--- src/rtl/cu_pkg.sv ---
// Shared definitions for the multi-cycle RV32I control unit: states, opcodes,
// ALU field encodings and the bundled strobe record.
package cu_pkg;

  typedef enum logic [3:0] {
    S_FETCH    = 4'd0,
    S_DECODE   = 4'd1,
    S_EXEC_R   = 4'd2,
    S_EXEC_I   = 4'd3,
    S_MEM_ADDR = 4'd4,
    S_MEM_RD   = 4'd5,
    S_MEM_WR   = 4'd6,
    S_WB_ALU   = 4'd7,
    S_WB_MEM   = 4'd8,
    S_BRANCH   = 4'd9,
    S_TRAP     = 4'd10
  } state_t;

  localparam logic [6:0] OP_R      = 7'b0110011;
  localparam logic [6:0] OP_I      = 7'b0010011;
  localparam logic [6:0] OP_LOAD   = 7'b0000011;
  localparam logic [6:0] OP_STORE  = 7'b0100011;
  localparam logic [6:0] OP_BRANCH = 7'b1100011;

  localparam logic [1:0] ALUOP_ADD    = 2'b00;
  localparam logic [1:0] ALUOP_SUB    = 2'b01;
  localparam logic [1:0] ALUOP_RFUNCT = 2'b10;
  localparam logic [1:0] ALUOP_IFUNCT = 2'b11;

  localparam logic [1:0] SRCB_REG  = 2'b00;
  localparam logic [1:0] SRCB_FOUR = 2'b01;
  localparam logic [1:0] SRCB_IMM  = 2'b10;

  typedef struct packed {
    logic       pc_write;
    logic       ir_write;
    logic       iord;
    logic       mem_read;
    logic       mem_write;
    logic       mem_to_reg;
    logic       reg_write;
    logic       alu_src_a;
    logic [1:0] alu_src_b;
    logic [1:0] alu_op;
    logic       branch;
  } ctrl_t;

  // States that sit on the memory handshake and are subject to the timeout.
  function automatic logic is_wait_state(input state_t s);
    return (s == S_FETCH) || (s == S_MEM_RD) || (s == S_MEM_WR);
  endfunction

endpackage

--- src/rtl/cu_out_decode.sv ---
// Combinational state -> datapath strobe decode. Everything is Moore except the
// FETCH PC/IR loads, which wait for the memory to deliver the instruction.
module cu_out_decode
  import cu_pkg::*;
(
  input  state_t state,
  input  logic   mem_ready,
  input  logic   reset,
  output ctrl_t  ctrl
);

  always_comb begin
    ctrl = '0;
    if (!reset) begin
      case (state)
        S_FETCH: begin
          ctrl.mem_read  = 1'b1;
          ctrl.alu_src_b = SRCB_FOUR;
          ctrl.alu_op    = ALUOP_ADD;
          ctrl.pc_write  = mem_ready;
          ctrl.ir_write  = mem_ready;
        end
        S_DECODE: begin
          ctrl.alu_src_b = SRCB_IMM;
          ctrl.alu_op    = ALUOP_ADD;
        end
        S_EXEC_R: begin
          ctrl.alu_src_a = 1'b1;
          ctrl.alu_src_b = SRCB_REG;
          ctrl.alu_op    = ALUOP_RFUNCT;
        end
        S_EXEC_I: begin
          ctrl.alu_src_a = 1'b1;
          ctrl.alu_src_b = SRCB_IMM;
          ctrl.alu_op    = ALUOP_IFUNCT;
        end
        S_MEM_ADDR: begin
          ctrl.alu_src_a = 1'b1;
          ctrl.alu_src_b = SRCB_IMM;
          ctrl.alu_op    = ALUOP_ADD;
        end
        S_MEM_RD: begin
          ctrl.mem_read = 1'b1;
          ctrl.iord     = 1'b1;
        end
        S_MEM_WR: begin
          ctrl.mem_write = 1'b1;
          ctrl.iord      = 1'b1;
        end
        S_WB_ALU: ctrl.reg_write = 1'b1;
        S_WB_MEM: begin
          ctrl.reg_write  = 1'b1;
          ctrl.mem_to_reg = 1'b1;
        end
        S_BRANCH: begin
          ctrl.alu_src_a = 1'b1;
          ctrl.alu_src_b = SRCB_REG;
          ctrl.alu_op    = ALUOP_SUB;
          ctrl.branch    = 1'b1;
        end
        default: ctrl = '0;
      endcase
    end
  end

endmodule

--- src/rtl/multicycle_control_unit.sv ---
// Multi-cycle RV32I control FSM: sequences each instruction, waits on the memory
// handshake, traps on illegal opcodes / memory timeouts, counts retirements.
module multicycle_control_unit
  import cu_pkg::*;
#(
  parameter int TIMEOUT = 16,
  parameter int COUNT_W = 32
) (
  input  logic               clk,
  input  logic               reset,
  input  logic [6:0]         Opcode,
  input  logic               mem_ready,
  output logic               PCWrite,
  output logic               IRWrite,
  output logic               IorD,
  output logic               MemRead,
  output logic               MemWrite,
  output logic               MemtoReg,
  output logic               RegWrite,
  output logic               ALUSrcA,
  output logic [1:0]         ALUSrcB,
  output logic [1:0]         ALUOp,
  output logic               Branch,
  output logic               illegal,
  output logic               bus_err,
  output logic [COUNT_W-1:0] instret
);

  localparam int WAIT_W = (TIMEOUT > 1) ? $clog2(TIMEOUT) : 1;
  localparam logic [WAIT_W-1:0] WAIT_LIMIT = (TIMEOUT > 0) ? WAIT_W'(TIMEOUT - 1) : '0;

  state_t             state_reg, state_next;
  logic [WAIT_W-1:0]  wait_reg;
  logic [COUNT_W-1:0] instret_reg;
  logic               illegal_reg, bus_err_reg;
  logic               retire, illegal_set, timeout_hit, waiting;
  ctrl_t              ctrl;

  always_comb begin
    state_next  = state_reg;
    retire      = 1'b0;
    illegal_set = 1'b0;
    waiting     = is_wait_state(state_reg) && !mem_ready;
    timeout_hit = (TIMEOUT > 0) && waiting && (wait_reg == WAIT_LIMIT);
    case (state_reg)
      S_FETCH:  if (mem_ready) state_next = S_DECODE;
      S_DECODE: begin
        case (Opcode)
          OP_R:               state_next = S_EXEC_R;
          OP_I:               state_next = S_EXEC_I;
          OP_LOAD, OP_STORE:  state_next = S_MEM_ADDR;
          OP_BRANCH:          state_next = S_BRANCH;
          default: begin
            state_next  = S_TRAP;
            illegal_set = 1'b1;
          end
        endcase
      end
      S_EXEC_R, S_EXEC_I: state_next = S_WB_ALU;
      S_MEM_ADDR: state_next = (Opcode == OP_LOAD) ? S_MEM_RD : S_MEM_WR;
      S_MEM_RD: if (mem_ready) state_next = S_WB_MEM;
      S_MEM_WR: begin
        if (mem_ready) begin
          state_next = S_FETCH;
          retire     = 1'b1;
        end
      end
      S_WB_ALU, S_WB_MEM, S_BRANCH: begin
        state_next = S_FETCH;
        retire     = 1'b1;
      end
      default: state_next = S_TRAP;
    endcase
    // timeout_hit implies mem_ready=0, so it can never collide with a retire
    if (timeout_hit) state_next = S_TRAP;
  end

  always_ff @(posedge clk) begin
    if (reset) begin
      state_reg   <= S_FETCH;
      wait_reg    <= '0;
      instret_reg <= '0;
      illegal_reg <= 1'b0;
      bus_err_reg <= 1'b0;
    end else begin
      state_reg <= state_next;
      if (TIMEOUT == 0 || !waiting || state_next != state_reg)
        wait_reg <= '0;
      else
        wait_reg <= wait_reg + WAIT_W'(1);
      if (retire)      instret_reg <= instret_reg + COUNT_W'(1);
      if (illegal_set) illegal_reg <= 1'b1;
      if (timeout_hit) bus_err_reg <= 1'b1;
    end
  end

  cu_out_decode u_out_decode (
    .state     (state_reg),
    .mem_ready (mem_ready),
    .reset     (reset),
    .ctrl      (ctrl)
  );

  assign PCWrite  = ctrl.pc_write;
  assign IRWrite  = ctrl.ir_write;
  assign IorD     = ctrl.iord;
  assign MemRead  = ctrl.mem_read;
  assign MemWrite = ctrl.mem_write;
  assign MemtoReg = ctrl.mem_to_reg;
  assign RegWrite = ctrl.reg_write;
  assign ALUSrcA  = ctrl.alu_src_a;
  assign ALUSrcB  = ctrl.alu_src_b;
  assign ALUOp    = ctrl.alu_op;
  assign Branch   = ctrl.branch;
  assign illegal  = illegal_reg;
  assign bus_err  = bus_err_reg;
  assign instret  = instret_reg;

endmodule

--- config.mk ---
export PLATFORM = sky130hd
export DESIGN_NAME = multicycle_control_unit
export DESIGN_NICKNAME = d
export VERILOG_FILES = /design/src/rtl/cu_pkg.sv /design/src/rtl/cu_out_decode.sv /design/src/rtl/multicycle_control_unit.sv
export SDC_FILE = /design/constraint.sdc
export NUM_CORES = 1
export LEC_CHECK = 0
export BUFFER_PORTS_ARGS = -buffer_cell sky130_fd_sc_hd__buf_2
export CAP_MARGIN = 20
export CORE_ASPECT_RATIO = 0.9
export CORE_MARGIN = 2
export CORE_UTILIZATION = 45
export CTS_BUF_LIST = sky130_fd_sc_hd__clkbuf_16
export DETAILED_ROUTE_END_ITERATION = 6
export MAX_ROUTING_LAYER = met4
export PLACE_DENSITY = 0.72
export REMOVE_ABC_BUFFERS = 1
export SLEW_MARGIN = 20
export SYNTH_ARGS = -nofsm -noshare
export SYNTH_HDL_FRONTEND = slang
export SYNTH_SLANG_ARGS = --single-unit
--- constraint.sdc ---
create_clock -name clk -period 1.82 [get_ports clk]
set_input_delay 0.364 -clock clk [delete_from_list [all_inputs] [get_ports clk]]
set_output_delay 0.364 -clock clk [all_outputs]
set_load 0.05 [all_outputs]
# Word level (Yosys, flattened, before mapping)
# Index checks and enable logic that the tools add are counted.
# totals
reg_bits	42
input_bits	10
out_inout_bits	47
wordCells	62
# classes
addsub	2
eq_ne	16
n_mux	21
reduce_logical	18
# op_table
cell	count
$add 32x1->32 const B	1
$pmux 4 s7	1
$pmux 4 s5	1
$eq 4x3->1 const B	4
$mux 4	4
$pmux 4 s4	1
$eq 7x6->1 const B	2
$reduce_or 2->1	7
$mux 13	1
$eq 4x4->1 const B	3
$mux 1	10
$eq 4x2->1 const B	2
$eq 7x2->1 const B	1
$eq 7x5->1 const B	1
$eq 7x7->1 const B	1
$reduce_or 5->1	1
$add 4x1->4 const B	1
$eq 4x1->1 const B	1
$logic_not 4->1	1
$mux 2	2
$ne 4x4->1	1
$reduce_or 4->1	1
$logic_or 1x1->1	3
$reduce_or 3->1	1
3 further kinds	5

# Depth between registers and ports, before layout
# logic_depth
depth_word	9
mapped_depth	8
depth_no_buf	5

# By module
# A second synthesis with hierarchy kept.
# hier_totals
hier_cells	284
area_unflattened_um2	2393.5
# modules_own_cells
module	instances	cells_each	area_per_inst_um2	seq_area_each_um2
multicycle_control_unit	1	253	2127.0	840.8
cu_out_decode	1	31	266.5	0.0

# Worst setup path after synthesis
# OpenSTA, ideal clock, no wires.
# synth_path
kind	register -> output
start	register state_reg[0]
end	output PCWrite
arrival_ns	3.279
required_time_ns	1.456
setup_slack_ns	-1.823
stages_incl_launch_ff	6
n_path_buf	3
path_cell_list	dfxtp_1 -> clkbuf_1 -> clkbuf_1 -> nor4b_1 -> and2_1 -> buf_4
# synth_between
elab_chain_len	3
# synth_lines
item	line_no	rtl
start: declaration	multicycle_control_unit.sv:32	state_t state_reg, state_next;
start signal: assignment	multicycle_control_unit.sv:86	state_reg <= state_next;
$logic_not 4->1	cu_out_decode.sv:15	case (state)
$mux 2	cu_out_decode.sv:15	
$mux 13	cu_out_decode.sv:14	if (!reset) begin
end: declaration	multicycle_control_unit.sv:13	output logic PCWrite,
# Every way passes these cells.

# Worst setup path after layout
# layout_path
start	register state_reg[3]
end	output MemRead
# layout_between
elab_chain_len	4
elab_cells_between_ends	5
cone_classes	1 x eq/ne; 2 x mux; 2 x reduce/logical
# layout_lines
item	line_no	rtl
$eq 4x3->1 or $logic_not 4->1 (tied branches)	cu_out_decode.sv:15	
$reduce_or 2->1 (no line) (*)	--	
$mux 1 (*)	cu_out_decode.sv:15	
$mux 13 (*)	cu_out_decode.sv:14	
end: declaration	multicycle_control_unit.sv:16	output logic MemRead,
# Every way passes the cells marked *; elsewhere a longest branch is shown, timed or not.

==> run metrics <==
EDFF count, synth=0; Final Core Density=between 70% and 80%; Synth area leaders=dfxtp_1 36%, a21oi_1 7.2%, or4_1 5.7%; pin count of the biggest net entering global routing=22; CP required=approximately 1500 ps; layout cells sized above 1=50.2%; Setup violations, final=24; Total GRT Usage=approximately 27%; Most used DFF post-synth=dfxtp_1; pwr dens=around 930 nW/µm²; Area after DPL=between 2000 and 3000 µm²; Crit Path Max Fanout=5; Worst Path Arrival=between 1500 and 2000 ps; Reg-to-Reg End=instret[22]; cts hold-fix bufs=0; vias post-DR=3,051; commonest non-fill, non-tap cell in the layout=buf_4; Hold Path Class=flop to flop; Slew Viols, Final=0; post-route cell area=~3800 µm²; Yosys cell types=51; GPL Wtd Cong=0.927; number of H-tree levels=2; core area=5160 µm²; HPWL after DPL=4.63 mm; most frequent cells in the layout=61 x buf_4, 46 x buf_2, 28 x dfxtp_1; M1 GR Usage=34.0%; fin crit share=106%; FF-to-FF Start=instret[9]; global-route wire length before repair=about 12 mm; failing checks=setup timing; vias in the first global route=2,522; static leakage=1.54 nW; Port Buffers=56; register area=858 µm²; Syn-to-layout area delta=60.4%; Post-synth ARST share=0%; Worst Setup Slack, final=-106 ps; RSZ-0062 raised after global routing=yes; VDD IR max=0.855 mV; register area share after synthesis=35.5%; initial antenna violation count=1; num rows=25; area of the multi-input gates=1730 µm²; Hold Path Depth=1; met3 usage=5.32%; Clk pin slew, worst setup/hold paths=60 ps; clk buf depth=2; min Tclk post-route=1930 ps; syn_area_per_cell=8.05 µm²; crit start category=flop; post-synth top area share=around 36%; worst slack at placement=-137 ps; final wirelength=9.02 mm; Congestion Overflow GR=0; # IOs=57; Sink Count=42; r2r setup slk=-100 ps; yosys warns=0; die area=5850 µm²; synthesized flop and latch total=42; Mapped Area=2370 µm²; drt wl/cell=18.9 µm; starting density of the core=45.8%; CTS tree=done; reg2reg path depth=5; critical path endpoint category=primary output; Root Buffer=clkbuf_16; total negative slack=-1230 ps; Worst Setup Path Type=flop to primary output; Routed Antenna Nets=0; Iter 0 DRT Violations=476; total CTS buffers=5; Via density=approximately 6.4; drc violations=0; Cells after Synth=294; Max Cap Violations=0; Max-slew headroom=61.0%; fillcell total=approximately 350; hold endpoint=wait_reg[0]; Initial DRT Pass Iterations=5; Achievable Freq=0.519 GHz; die span in x=80.4 µm; global route hottest layer=met2; Hold Vio Cnt, Final=0; Synth area leader=dfxtp_1; max reg flops=32; fin nets=around 420; die height=approximately 73 µm; worst slew pin tran=582 ps; clock latency on the worst-skew pair=290 ps; met2 Use GR=42.5%; hold_sp=wait_reg[0]; status=finished with violations; Setup Skew=6.10 ps
[synthesized netlist by cell type, drive strengths merged, types with 3 or more instances]
cell / number
dfxtp: 42
a21oi: 34
nor2: 27
or4: 19
o31ai: 17
o21ai: 14
nand2: 13
clkbuf: 12
buf: 11
nand3: 11
or3: 10
inv: 9
nand4: 8
nor2b: 5
and3: 4
and4: 4
nand2b: 4
a31oi: 3
nor3: 3
nor4: 3
nor4b: 3
xor2: 3
[critical path, cell delays in order (launching register included)]
cell,delay [ps]
dfxtp_2,330
buf_6,130
or2_2,290
nor4_2,270
buf_4,240
[per-stage QoR]
step                      hold slack, ps  power, mW  std cells
final                                447       3.55        478
after global routing                 466       3.66        478
after CTS                            452       3.35        463
after detailed placement             441       2.12        444
after global placement               429       2.11        444
after floorplan                      418       1.77        271
[final cells by class]
| cell class | count | share of cell area [%] |
|---|---|---|
| sequential | 42 | 22.6 |
| multi-input combinational | 225 | 45.6 |
| clock inverter | 3 | 0.989 |
| antenna | 1 | 0.0659 |
| inverter | 9 | 0.890 |
| timing repair buffer | 126 | 24.3 |
| clock buffer | 5 | 3.30 |
| tap | 67 | 2.21 |
[cell families (layout without fill, tap and decap cells)]
family                   after synthesis  count (layout)  share of synthesized area [%]
AO/OA/AOI/OAI                         85              88                           23.0
XOR/XNOR                               5               5                           1.85
adder cells (fa/ha/maj)                2               2                           1.06
buffers and inverters                 32             143                           6.45
flip-flops                            42              42                           35.5
multiplexers                           2               2                          0.899
other                                  0               1                              0
AND/OR/NAND/NOR                      126             128                           31.3
[per-layer routing]
metal,wire length (µm),vias to the layer above
met1,3570,1414
met4,447,0
met5,0,-
met3,723,56
li1,-,1367
met2,4280,214
[report_power, final]
part | internal (mW) | leakage, nW | total, mW | switching [mW]
logic | 0.609 | 1.11 | 1.50 | 0.893
clock network | 0.638 | 0.0864 | 1.01 | 0.370
registers | 0.983 | 0.346 | 1.04 | 0.0525
[repair_timing]
action                     in CTS  in global routing
setup endpoints to repair      39                 36
pin swaps                      12                 29
buffers inserted                7                 11
resized for setup              52                 63
hold endpoints to repair        0                  0
gates cloned                    4                  3
[how the worst max path moves through the flow]
stage                            start     endpoint  cells past startpoint
final                     state_reg[3]      MemRead                      4
after global routing       instret[10]  instret[21]                      5
after CTS                 state_reg[3]      MemRead                      4
after detailed placement  state_reg[1]  instret[15]                      5
after global placement    state_reg[1]  instret[28]                      5
after floorplan           state_reg[1]      IRWrite                      3
Note: power is estimated with default switching activity, not from simulation.
